`src/rtl/jtgng_sdram_arb_pkg.sv`:
```
// Shared definitions for the SDRAM read-port arbiter: FSM encodings and
// small index helpers used by the arbiter and its round-robin picker.
package jtgng_sdram_arb_pkg;

    localparam int ST_W = 2;

    localparam logic [1:0] ST_IDLE      = 2'd0;
    localparam logic [1:0] ST_WAIT_ACK  = 2'd1;
    localparam logic [1:0] ST_WAIT_DATA = 2'd2;

    function automatic int ptr_width(input int n);
        if (n > 1) begin
            return $clog2(n);
        end else begin
            return 1;
        end
    endfunction

    // Slot index 'step' positions after 'base', wrapping modulo n (step <= n).
    function automatic int wrap_idx(input int base, input int step, input int n);
        int s;
        s = base + step;
        if (s >= n) begin
            return s - n;
        end else begin
            return s;
        end
    endfunction

endpackage

```
`src/rtl/jtgng_sdram_arb_rr_pick.sv`:
```
// Combinational round-robin picker: returns the first set bit of the miss
// vector strictly after the pointer, wrapping, as one-hot plus index.
module jtgng_rr_pick
    import jtgng_sdram_arb_pkg::*;
#(
    parameter int SLOTS = 4,
    parameter int PW    = 2
)(
    input  logic [SLOTS-1:0] miss,
    input  logic [PW-1:0]    ptr,
    output logic [SLOTS-1:0] grant,
    output logic [PW-1:0]    idx,
    output logic             any
);

    // Scan from ptr+1 around to ptr itself; the first hit wins.
    always_comb begin
        grant = '0;
        idx   = '0;
        any   = 1'b0;
        for (int k = 1; k <= SLOTS; k++) begin
            if (!any && miss[wrap_idx(int'(ptr), k, SLOTS)]) begin
                any = 1'b1;
                idx = PW'(wrap_idx(int'(ptr), k, SLOTS));
                grant[wrap_idx(int'(ptr), k, SLOTS)] = 1'b1;
            end else begin
                any = any;
            end
        end
    end

endmodule

```
`src/rtl/jtgng_sdram_arb.sv`:
```
// SDRAM read-port arbiter: one-word tagged cache per ROM slot, round-robin
// miss service towards the SDRAM controller, refresh gating while idle.
module jtgng_sdram_arb
    import jtgng_sdram_arb_pkg::*;
#(
    parameter int SLOTS = 4,
    parameter int AW    = 22,
    parameter int DW    = 32
)(
    input  logic                clk,
    input  logic                rst,
    input  logic                loop_rst,
    input  logic                downloading,
    input  logic [SLOTS-1:0]    slot_req,
    input  logic [SLOTS*AW-1:0] slot_addr,
    output logic [SLOTS*DW-1:0] slot_dout,
    output logic [SLOTS-1:0]    slot_ok,
    output logic                read_req,
    output logic [AW-1:0]       sdram_addr,
    input  logic                sdram_ack,
    input  logic                data_rdy,
    input  logic [DW-1:0]       data_read,
    output logic                refresh_en
);

    localparam int PW = ptr_width(SLOTS);

    logic [ST_W-1:0]     state_q,    state_d;
    logic [PW-1:0]       rr_q,       rr_d;
    logic [PW-1:0]       gnt_q,      gnt_d;
    logic [SLOTS-1:0]    valid_q,    valid_d;
    logic [SLOTS*AW-1:0] tag_q,      tag_d;
    logic [SLOTS*DW-1:0] dout_q,     dout_d;
    logic [SLOTS-1:0]    ok_q,       ok_d;
    logic                read_req_q, read_req_d;
    logic [AW-1:0]       addr_q,     addr_d;
    logic                refresh_q,  refresh_d;
    logic                dl_seen_q,  dl_seen_d;

    logic [SLOTS-1:0]    hit_s;
    logic [SLOTS-1:0]    miss_s;
    logic [SLOTS-1:0]    fill_s;
    logic [SLOTS-1:0]    pick_grant_s;
    logic [PW-1:0]       pick_idx_s;
    logic                pick_any_s;

    // fill_s lets slot_ok rise on the edge that captures data_rdy, as long as
    // the requester still points at the address that was fetched.
    for (genvar i = 0; i < SLOTS; i++) begin : g_slot
        assign hit_s[i]  = valid_q[i] & (tag_q[i*AW +: AW] == slot_addr[i*AW +: AW]);
        assign miss_s[i] = slot_req[i] & ~hit_s[i];
        assign fill_s[i] = (state_q == ST_WAIT_DATA) & data_rdy & (gnt_q == PW'(i))
                         & ~dl_seen_q & (tag_q[i*AW +: AW] == slot_addr[i*AW +: AW]);
    end

    jtgng_rr_pick #(
        .SLOTS (SLOTS),
        .PW    (PW)
    ) u_pick (
        .miss  (miss_s),
        .ptr   (rr_q),
        .grant (pick_grant_s),
        .idx   (pick_idx_s),
        .any   (pick_any_s)
    );

    // Next-state logic for the request FSM, cache tags/valids and outputs.
    always_comb begin
        state_d    = state_q;
        rr_d       = rr_q;
        gnt_d      = gnt_q;
        valid_d    = valid_q;
        tag_d      = tag_q;
        dout_d     = dout_q;
        read_req_d = read_req_q;
        addr_d     = addr_q;
        refresh_d  = 1'b0;
        ok_d       = slot_req & (hit_s | fill_s) & {SLOTS{~downloading}};

        if (downloading) begin
            dl_seen_d = 1'b1;
        end else if (state_q == ST_IDLE) begin
            dl_seen_d = 1'b0;
        end else begin
            dl_seen_d = dl_seen_q;
        end

        case (state_q)
            ST_IDLE: begin
                if (pick_any_s && !downloading && !loop_rst) begin
                    state_d    = ST_WAIT_ACK;
                    rr_d       = pick_idx_s;
                    gnt_d      = pick_idx_s;
                    addr_d     = slot_addr[int'(pick_idx_s)*AW +: AW];
                    tag_d[int'(pick_idx_s)*AW +: AW] = slot_addr[int'(pick_idx_s)*AW +: AW];
                    valid_d    = valid_q & ~pick_grant_s;
                    read_req_d = 1'b1;
                end else begin
                    refresh_d  = ~|miss_s;
                end
            end
            ST_WAIT_ACK: begin
                if (sdram_ack) begin
                    read_req_d = 1'b0;
                    state_d    = ST_WAIT_DATA;
                end else begin
                    read_req_d = 1'b1;
                end
            end
            ST_WAIT_DATA: begin
                if (data_rdy) begin
                    dout_d[int'(gnt_q)*DW +: DW] = data_read;
                    valid_d[gnt_q] = ~dl_seen_q;
                    state_d        = ST_IDLE;
                end else begin
                    state_d        = ST_WAIT_DATA;
                end
            end
            default: begin
                state_d    = ST_IDLE;
                read_req_d = 1'b0;
            end
        endcase

        // A download wipes every cached word, including one being filled now.
        if (downloading) begin
            valid_d = '0;
        end else begin
            valid_d = valid_d;
        end
    end

    // State registers with synchronous reset.
    always_ff @(posedge clk) begin
        if (rst) begin
            state_q    <= ST_IDLE;
            rr_q       <= PW'(SLOTS-1);
            gnt_q      <= '0;
            valid_q    <= '0;
            tag_q      <= '0;
            dout_q     <= '0;
            ok_q       <= '0;
            read_req_q <= 1'b0;
            addr_q     <= '0;
            refresh_q  <= 1'b0;
            dl_seen_q  <= 1'b0;
        end else begin
            state_q    <= state_d;
            rr_q       <= rr_d;
            gnt_q      <= gnt_d;
            valid_q    <= valid_d;
            tag_q      <= tag_d;
            dout_q     <= dout_d;
            ok_q       <= ok_d;
            read_req_q <= read_req_d;
            addr_q     <= addr_d;
            refresh_q  <= refresh_d;
            dl_seen_q  <= dl_seen_d;
        end
    end

    assign slot_dout  = dout_q;
    assign slot_ok    = ok_q;
    assign read_req   = read_req_q;
    assign sdram_addr = addr_q;
    assign refresh_en = refresh_q;

endmodule

```
`config.mk`:
```
export PLATFORM = sky130hd
export DESIGN_NAME = jtgng_sdram_arb
export DESIGN_NICKNAME = d
export VERILOG_FILES = /design/src/rtl/jtgng_sdram_arb_pkg.sv /design/src/rtl/jtgng_sdram_arb_rr_pick.sv /design/src/rtl/jtgng_sdram_arb.sv
export SDC_FILE = /design/constraint.sdc
export NUM_CORES = 1
export LEC_CHECK = 0
export ABC_AREA = 1
export CAP_MARGIN = 20
export CELL_PAD_IN_SITES_DETAIL_PLACEMENT = 1
export CELL_PAD_IN_SITES_GLOBAL_PLACEMENT = 1
export CORE_AREA = 2 2 197 199
export CTS_CLUSTER_SIZE = 14
export DETAILED_ROUTE_END_ITERATION = 10
export DIE_AREA = 0 0 199 201
export GPL_ROUTABILITY_DRIVEN = 0
export PLACE_DENSITY_LB_ADDON = 0.1
export SYNTH_ARGS = -nofsm -noshare
export SYNTH_HDL_FRONTEND = slang
export SYNTH_SLANG_ARGS = --single-unit
```
`constraint.sdc`:
```
create_clock -name clk -period 13.5 [get_ports clk]
set_clock_uncertainty 0.05 [all_clocks]
set_input_delay 1.35 -clock clk [delete_from_list [all_inputs] [get_ports clk]]
set_output_delay 1.35 -clock clk [all_outputs]
set_load 0.005 [all_outputs]
```
* Word-level counts from Yosys, hierarchy flattened *
Cells that the tools add are included.

word-level totals
  logic and storage cells = 179
  register bits = 255
  input port bits = 130
  memories kept = 0
  latch bits = 0
  memory bits (read-only) = 0
  output and inout bits = 156
  RAM bits = 0

operators by class
  add/subtract/negate cells = 10
  shift-type cells = 5
  order comparisons = 18
  bitwise operators = 37
  muxes and demuxes = 57
  div/mod/pow operators = 0
  reduce and logical (&&, ||, !) cells = 28
  eq/ne operators = 12
  $mul = 1

operators with widths
  kind                                                                       number
  32-bit by 4-bit < comparator with 1-bit output, second input constant      8
  32-bit two-way mux                                                         8
  128-bit bitwise mux                                                        1
  32-bit by 1-bit >= comparator with 1-bit output, second input constant     4
  32-bit by 4-bit >= comparator with 1-bit output, second input constant     4
  32-bit by 33-bit variable shift with 128-bit output, first input constant  1
  32-bit by 33-bit indexed part select with 128-bit output                   1
  32-bit by 4-bit subtractor with 32-bit output, second input constant       4
  88-bit bitwise mux                                                         1
  22-bit equality test                                                       4
  22-bit by 33-bit variable shift with 88-bit output, first input constant   1
  22-bit by 33-bit indexed part select with 88-bit output                    1
  88-bit by 32-bit indexed part select with 22-bit output                    1
  7-bit negation with 33-bit output                                          2
  4-bit two-way mux                                                          6
  1-bit AND                                                                  21
  1-bit two-way mux                                                          21
  4-bit OR                                                                   4
  2-bit two-way mux                                                          7
  4-bit AND                                                                  3
  1-bit demux with 2-bit select                                              5
  1-bit logical AND                                                          10
  1-bit binary-select mux with 2-bit select                                  4
  1-bit inverter                                                             8
  23 further kinds                                                           38

* Logic depth before layout (Yosys ltp) *
  depth in word-level cells = 27
  gate-level depth with buffers = 34
  gate-level depth less buffers = 29

* Hierarchy *
A second synthesis with hierarchy kept.

unflattened totals
  cell total of the unflattened synthesis = 2212
  area, all modules = 14612.8 um^2

by module, submodules not included
  module           times used  cells each  area each (um^2)  sequential area each (um^2)
  jtgng_sdram_arb  1           2131        14104.8           5104.9
  jtgng_rr_pick    1           81          508.0             0.0

* Worst setup path after synthesis *
No wires, ideal clock.

  kind = input-to-reg
  start = input port slot_addr[80]
  end = register tag_q[65]
  setup time = 0.132 ns
  setup slack = 8.223 ns
  arrival time = 5.094 ns
  stages = 29
  required time = 13.318 ns
  buffers on the path = 7
  path through = xor2_1 -> nor2_1 -> nand2_1 -> nor2_1 -> nand4_1 -> nand3_1 -> nand2_1 -> nand2_2 -> nand2_4 -> a21oi_4 -> nand2_4 -> nand2_4 -> inv_2 -> buf_4 -> buf_2 -> buf_4 -> buf_2 -> ha_1 -> inv_1 -> clkbuf_1 -> nand2_1 -> nand2_1 -> buf_2 -> buf_4 -> o211ai_1 -> nand3_1 -> nand3_1 -> nand3_1 -> a21oi_1

between the ends
  longest elaborated chain between the ends = 21
  elaborated cells between the ends (all ways) = 39
  classes of those cells = add/sub (1); mul (1); eq/ne (1); shift (3); mux (21); bitwise (3); reduce/logical (9)

ends and longest elaborated chain
  what                                                                                                                           line                           source
  from (decl)                                                                                                                    jtgng_sdram_arb.sv:15          input logic [SLOTS*AW-1:0] slot_addr,
  22-bit equality test (*)                                                                                                       jtgng_sdram_arb.sv:50          assign hit_s[i] = valid_q[i] & (tag_q[i*AW +: AW] == slot_addr[i*AW +: AW]);
  1-bit AND (*)                                                                                                                  jtgng_sdram_arb.sv:50
  1-bit inverter (*)                                                                                                             jtgng_sdram_arb.sv:51          assign miss_s[i] = slot_req[i] & ~hit_s[i];
  1-bit AND (*)                                                                                                                  jtgng_sdram_arb.sv:51
  1-bit binary-select mux with 2-bit select                                                                                      jtgng_sdram_arb_rr_pick.sv:22  if (!any && miss[wrap_idx(int'(ptr), k, SLOTS)]) begin
  1-bit two-way mux (not written as such) (2 in series)                                                                          jtgng_sdram_arb_rr_pick.sv:22
  1-bit two-way mux                                                                                                              jtgng_sdram_arb_rr_pick.sv:22
  1-bit zero test                                                                                                                jtgng_sdram_arb_rr_pick.sv:22
  [5 not listed]                                                                                                                 --
  1-bit zero test                                                                                                                jtgng_sdram_arb_rr_pick.sv:22
  1-bit logical AND                                                                                                              jtgng_sdram_arb_rr_pick.sv:22
  2-bit two-way mux (*)                                                                                                          jtgng_sdram_arb_rr_pick.sv:22
  net pick_idx_s[0]                                                                                                              jtgng_sdram_arb.sv:44          logic [PW-1:0] pick_idx_s;
  2-bit by 4-bit multiplier with 6-bit output (*)                                                                                jtgng_sdram_arb.sv:95          tag_d[int'(pick_idx_s)*AW +: AW] = slot_addr[int'(pick_idx_s)*AW +: AW];
  88-bit by 32-bit indexed part select with 22-bit output or 7-bit negation with 33-bit output (tied branches)                   jtgng_sdram_arb.sv:95
  22-bit by 33-bit indexed part select with 88-bit output or 22-bit by 33-bit variable shift with 88-bit output (tied branches)  jtgng_sdram_arb.sv:95
  88-bit bitwise mux (*)                                                                                                         jtgng_sdram_arb.sv:95
  to (signal assigned)                                                                                                           jtgng_sdram_arb.sv:152         tag_q <= tag_d;
  to (decl)                                                                                                                      jtgng_sdram_arb.sv:32          logic [SLOTS*AW-1:0] tag_q, tag_d;

Mark *: on every way through the listed nets, which the timed path passes. The rest lies on a longest branch. The select of a mux whose other input is x is not followed.
A chain may end at the register's enable or synchronous reset.

* Worst setup path after layout *
  start = input port slot_addr[72]
  end = register tag_q[23]

between the ends
  longest elaborated chain between the ends = 21
  elaborated cells between the ends (all ways) = 39
  classes of those cells = add/sub (1); mul (1); eq/ne (1); shift (3); mux (21); bitwise (3); reduce/logical (9)

ends and longest elaborated chain
  what                                                                                                                           line
  22-bit equality test                                                                                                           jtgng_sdram_arb.sv:50
  1-bit AND                                                                                                                      jtgng_sdram_arb.sv:50
  1-bit inverter                                                                                                                 jtgng_sdram_arb.sv:51
  1-bit AND                                                                                                                      jtgng_sdram_arb.sv:51
  1-bit binary-select mux with 2-bit select                                                                                      jtgng_sdram_arb_rr_pick.sv:22
  1-bit two-way mux (not written as such) (2 in series)                                                                          jtgng_sdram_arb_rr_pick.sv:22
  1-bit two-way mux                                                                                                              jtgng_sdram_arb_rr_pick.sv:22
  1-bit zero test                                                                                                                jtgng_sdram_arb_rr_pick.sv:22
  [4 not listed]                                                                                                                 --
  1-bit two-way mux                                                                                                              jtgng_sdram_arb_rr_pick.sv:22
  1-bit zero test                                                                                                                jtgng_sdram_arb_rr_pick.sv:22
  1-bit logical AND                                                                                                              jtgng_sdram_arb_rr_pick.sv:22
  2-bit two-way mux                                                                                                              jtgng_sdram_arb_rr_pick.sv:22
  2-bit by 4-bit multiplier with 6-bit output                                                                                    jtgng_sdram_arb.sv:95
  88-bit by 32-bit indexed part select with 22-bit output or 7-bit negation with 33-bit output (tied branches)                   jtgng_sdram_arb.sv:95
  22-bit by 33-bit indexed part select with 88-bit output or 22-bit by 33-bit variable shift with 88-bit output (tied branches)  jtgng_sdram_arb.sv:95
  88-bit bitwise mux                                                                                                             jtgng_sdram_arb.sv:95

Parallel ways exist; a longest one is shown, timed or not. The select of a mux whose other input is x is not followed.

==> metrics <==
status finished clean; Ys Warns 0; Crit path max-delay family simple AND/OR/NAND/NOR gates; DRC 0; CP Data Arrival Time 7380 ps; share of cells above drive strength 1 5.428%; ys flop type dfxtp_1; commonest non-fill, non-tap cell in the layout nand2_1; Net Sw Power 1.316 mW; Max Fclk 0.1427 GHz; Core Box Area 38110 µm²; die width 199 µm; Slew @ Worst Pin 1134 ps; final WL 66.86 mm; most frequent cells in the layout nand2_1, clkdlybuf4s50_1, nand3_1; Final setup viols 0; Yosys reg bits 255; clock buffer count from CTS 31; CTS Buffer Depth 3; # rows 72; Final TNS setup 0 ps; Avg Synthesized Cell Area 6.351 µm²; critical-path maximum fanout 37; Critical Path End tag_q[23]$_SDFFE_PP0P_; Yosys cell types 48; Bufs and invs on worst path 6; Leakage Power 7.865 nW; Crit. End Element flop; r2r setup slk 7340 ps; WHS 417.6 ps; Async S/R FF share, synth 0%; Period minus WS final 7007 ps; vias per cell 5.520; post_cts resized 0; gr ovfl total 0; CTS H-tree lvls 1; Starting DRT DRC Count 1556; CP required 13880 ps; CTS Hold Bufs 0; Final HPWL DP 49.36 mm; first-pass GRT wire length 100.2 mm; first-pass detailed-route iteration total 5; power share of the combinational group 44.0%; Reg power frac 26.9%; clock share of power 29.0%; fin. max-slew vios 0; # diodes 0; Die Y 201 µm; Clock transition at path regs 60 ps; CTS tree done; busiest metal layer after global routing met2; largest net degree at the start of global routing 97; worst reg2reg path depth 24; GR Util met1 45.64%; total vias in the final route 17090; Final Cycle Share 51.90%; P&R area growth vs syn 27.45%; RSZ-0062 raised after global routing no; EDFF count, synth 0; clk_lat worst skew 610 ps; Cells after Synth 2355; grt met2 use 49.05%; Synth Net Count 2507; met3 Use GR 6.788%; Mapped Area 14960 µm²; CP Depth 27; final net count 2710; WL/cell 21.59 µm; Hold Fails Final Rpt 0; Crit path top cell by count nand2_1; Net Sw Frac 45.23%; Die Area 40000 µm²; CP max-delay cell ha_1; Ports 286; sequential share of the synthesized area 34.13%; CTS Sinks 255; PD cells 152.6 nW/µm²; Crit path largest cell delay 730 ps; Slew headroom 24.23%; CP Launch Point slot_addr[72]; internal power 1.594 mW; worst setup path category in -> reg; Setup crit start kind input pin; vias in the first global route 16910; postcts setup bufs 0; final antenna-violating net count 0; max_cap viols 0; root buf cell clkbuf_16; Tot GR Track Use 32.57%; worst r2r src tag_q[80]$_SDFFE_PP0P_; initial antenna violation count 0; Tightest Hold Check Type reg -> reg; starting density of the core 39.25%; reg2reg end tag_q[23]$_SDFFE_PP0P_; quantity of I/O buffers inserted on ports 285; maximum VDD drop 0.1150 mV
[worst reg2reg max path: stages, from the launching register on]
cell,delay (ps)
dfxtp_1,490
xor2_1,120
nor2_1,110
nand2_1,60
nor2_1,250
nand4_1,390
nand3_1,210
nand2_1,90
nand2_1,90
nand2_2,90
o21ai_2,190
nand2_4,310
nand2_4,180
inv_2,170
ha_1,730
inv_1,380
nand2_1,320
nand2_1,220
buf_16,230
inv_2,460
nand3_1,320
nand3_1,170
nand3_1,140
nand3_1,130
a21oi_1,70
[cell families after synthesis]
group	after synthesis	synth area share (%)
and+or+nand+nor	1332	39.04
buffers and inverters	364	9.981
AOI/OAI and AO/OA	346	12.89
DFF	255	34.13
xor gates and xnor gates	36	2.108
adders and majority gates	22	1.841
[layer usage]
metal,share of wire (%),vias to the layer above
met5,0,-
met2,43,718
li1,-,8036
met3,8.5,134
met4,3.6,0
met1,45,8206
[state kept, by name (all words and copies together) (netlist names)]
signal	flops
sdram_addr	22
rr_q	2
tag_q	88
slot_dout	128
refresh_en	1
slot_ok	4
state_q	2
valid_q	4
read_req	1
dl_seen_q	1
gnt_q	2
[per-stage QoR]
step                      utilization [%]  std cells  power, mW  cell area (µm²)  setup slack [ps]
final                               50.02       3097      2.909            19060              6493
after detailed placement            47.21       3040      2.011            17990              5550
after global routing                50.02       3097      3.035            19060              6257
after global placement              47.21       3040      1.995            17990              5726
after CTS                           49.87       3094      2.854            19000              6118
after floorplan                         -       2355      1.603            14960              8223
[worst min-delay path by stage]
stage / end / depth (start not counted) / startpoint / slack, ps
finish: slot_dout[105]$_SDFFE_PP0P_ / 2 / slot_dout[105]$_SDFFE_PP0P_ / 420
global route: slot_dout[105]$_SDFFE_PP0P_ / 2 / slot_dout[105]$_SDFFE_PP0P_ / 430
CTS: slot_dout[10]$_SDFFE_PP0P_ / 2 / slot_dout[10]$_SDFFE_PP0P_ / 420
detailed placement: slot_dout[86]$_SDFFE_PP0P_ / 2 / slot_dout[86]$_SDFFE_PP0P_ / 410
global placement: slot_dout[118]$_SDFFE_PP0P_ / 2 / slot_dout[118]$_SDFFE_PP0P_ / 400
floorplan: tag_q[17]$_SDFFE_PP0P_ / 2 / tag_q[17]$_SDFFE_PP0P_ / 400
[Yosys cell counts (5+ instances only)]
cell,count,share of area (%)
a21oi_1,228,7.6
and2_1,8,0.33
buf_2,26,0.87
buf_4,12,0.60
buf_6,5,0.38
clkbuf_1,93,2.3
clkinv_1,5,0.13
dfxtp_1,255,34
ha_1,22,1.8
inv_1,205,5.1
inv_2,14,0.35
nand2_1,709,18
nand2_2,8,0.33
nand3_1,261,8.7
nand3_2,7,0.47
nand3b_1,9,0.45
nand4_1,38,1.6
nor2_1,157,3.9
nor2_2,14,0.59
nor3_1,76,2.5
o211ai_1,19,0.95
o21ai_0,28,0.94
o21ai_1,25,0.84
o21bai_1,18,0.90
or3_1,32,1.3
xnor2_1,8,0.47
xor2_1,28,1.6
[power groups by stage]
stage	clock, mW	combinational [mW]	sequential [mW]
3_5_place_dp	0	1.21	0.799
4_1_cts	0.852	1.22	0.783
5_1_grt	0.887	1.36	0.785
6_report	0.845	1.28	0.783
2_1_floorplan	0	0.808	0.795
3_3_place_gp	0	1.20	0.798
[area by class of cell]
cell class	count	area (µm²)
fill	5020	19050
multi-input combinational	1736	8378
sequential	255	5105
timing repair buffer	310	3078
clock buffer	46	922.1
inverter	224	840.8
tap	518	648.1
clock inverter	8	88.84
(Power assumes the default switching activity.)
==> variant: new RTL, config.mk and constraints unchanged <==
Set the package constant `ST_W` to 3 (it was 2).
--- a/src/rtl/jtgng_sdram_arb_pkg.sv
+++ b/src/rtl/jtgng_sdram_arb_pkg.sv
@@ -4,3 +4,3 @@
 
-    localparam int ST_W = 2;
+    localparam int ST_W = 3;
 
Formal check against the unedited RTL: no difference found for any inputs over 4 cycles, from zero or initial values and one cycle with rst high; that may be too few to reach the edited logic, so the function may still have changed.
==> variant against the original RTL <==
  * Total power fell by 0.25%
  * Sequential share of layout area increased by 0.24 points
  * Core utilization decreased by 0.44 points
  * Sequential power hardly changed
  * Design area fell by 0.87%
  * Area after synthesis fell by 1.5%
  * Worst setup slack worse by 0.88 ns
  * Count of clock-buffer cells in the layout down 11
  * Final cell count fell by 1.5%
  * Largest power group unchanged
  * Worst hold slack worse by 0.0054 ns
  * Sequential cell count is the same
  * Routed wire length is 2.8% lower
==> variant: results (changes against the original RTL) <==
<table>
<tr><th>Metric</th><th>Value</th></tr>
<tr><th colspan="2">Outcome</th></tr>
<tr><td>Outcome</td><td>complete, no violations</td></tr>
<tr><th colspan="2">Power and ir drop</th></tr>
<tr><td>Max rail drop VDD</td><td>0.118 mV (+2.5%)</td></tr>
<tr><td>Clock network fraction of design power</td><td>31.4% (+2.4 points)</td></tr>
<tr><th colspan="2">Global routing</th></tr>
<tr><td>Wire length of the first global-routing pass</td><td>98.9 mm (-1.3%)</td></tr>
<tr><td>Largest net degree at the start of global routing</td><td>94 (-3.1%)</td></tr>
<tr><td>Met2 Use GR</td><td>48.8% (-0.24 points)</td></tr>
<tr><td>Initial antenna violation count</td><td>1 (+1)</td></tr>
<tr><td>Met1 Track Usage GR</td><td>45.0% (-0.66 points)</td></tr>
<tr><td>Overall track demand over capacity in global routing</td><td>31.8% (-0.76 points)</td></tr>
<tr><th colspan="2">Final layout</th></tr>
<tr><td>Nonclk buf count</td><td>308 (-0.65%)</td></tr>
<tr><td>Fraction of the core area covered by cells at the end of the flow</td><td>49.6% (-0.44 points)</td></tr>
<tr><td>Fraction of area in multi-input gates</td><td>43.4% (-0.56 points)</td></tr>
<tr><td>#MultiIn Comb</td><td>1702 (-2.0%)</td></tr>
<tr><td>Area used by multi-input combinational logic</td><td>8200 um^2 (-2.1%)</td></tr>
<tr><td>Clock Buffer Count</td><td>35 (-24%)</td></tr>
<tr><td>Non-Clock Buffer Area Fraction</td><td>16.1% (-0.023 points)</td></tr>
<tr><th colspan="2">Detailed routing</th></tr>
<tr><td>Amount of wire on met3 after detailed routing</td><td>5.25 mm (-7.3%)</td></tr>
<tr><td>Met2 wirelength from detailed routing</td><td>28.5 mm (-1.6%)</td></tr>
<tr><td>Mean number of vias per cell</td><td>5.58 (+1.0%)</td></tr>
<tr><th colspan="2">Logic synthesis</th></tr>
<tr><td>Cells after Synth</td><td>2310 (-1.9%)</td></tr>
<tr><td>Share of the synthesized netlist area taken by xor and xnor gates</td><td>2.26% (+0.15 points)</td></tr>
<tr><td>Compound-cell area share of the yosys netlist</td><td>12.8% (-0.064 points)</td></tr>
<tr><th colspan="2">Timing</th></tr>
<tr><td>Worst relative slew slack</td><td>28.0% (+3.8 points)</td></tr>
<tr><th colspan="2">Min path</th></tr>
<tr><td>Min-delay src</td><td>slot_dout[106]</td></tr>
<tr><th colspan="2">Place</th></tr>
<tr><td>HPWL after detailed placement</td><td>48.0 mm (-2.8%)</td></tr>
<tr><td>Post-Place Setup Slack</td><td>5.30 ns (-0.252 ns)</td></tr>
<tr><th colspan="2">Critical path</th></tr>
<tr><td>Critical R2R Launch</td><td>tag_q[49]</td></tr>
<tr><td>R2R cell count</td><td>28 (+17%)</td></tr>
<tr><td>Maximum cell stage delay along the critical path</td><td>0.83 ns (+0.10 ns)</td></tr>
</table>
==> variant: changes by cell type after synthesis, sizes merged, moves of 7 or more <==
cell | before | now
nand3 | 268 | 220
inv | 219 | 207
nand2 | 721 | 664
a31oi | 4 | 11
nor2 | 174 | 193
nand4 | 41 | 88
and2 | 8 | 17
o21ai | 57 | 50
==> variant: worst max-delay path: cells and delay by family <==
family | cells | cell delay (ns)
adders and majority gates | 1 | 0.83
AOI/OAI and AO/OA | 2 | 0.37
buffers and inverters | 7 | 2.36
and+or+nand+nor | 19 | 3.31
==> variant: cells by family (layout without fill, tap and decap cells) <==
| group | count (synthesis) | count (layout) |
|---|---|---|
| buffers and inverters | 353 | 575 |
| flip-flops | 255 | 255 |
| AND/OR/NAND/NOR | 1298 | 1298 |
| XOR/XNOR | 38 | 38 |
| adder cells (fa/ha/maj) | 22 | 22 |
| AO/OA/AOI/OAI | 344 | 344 |
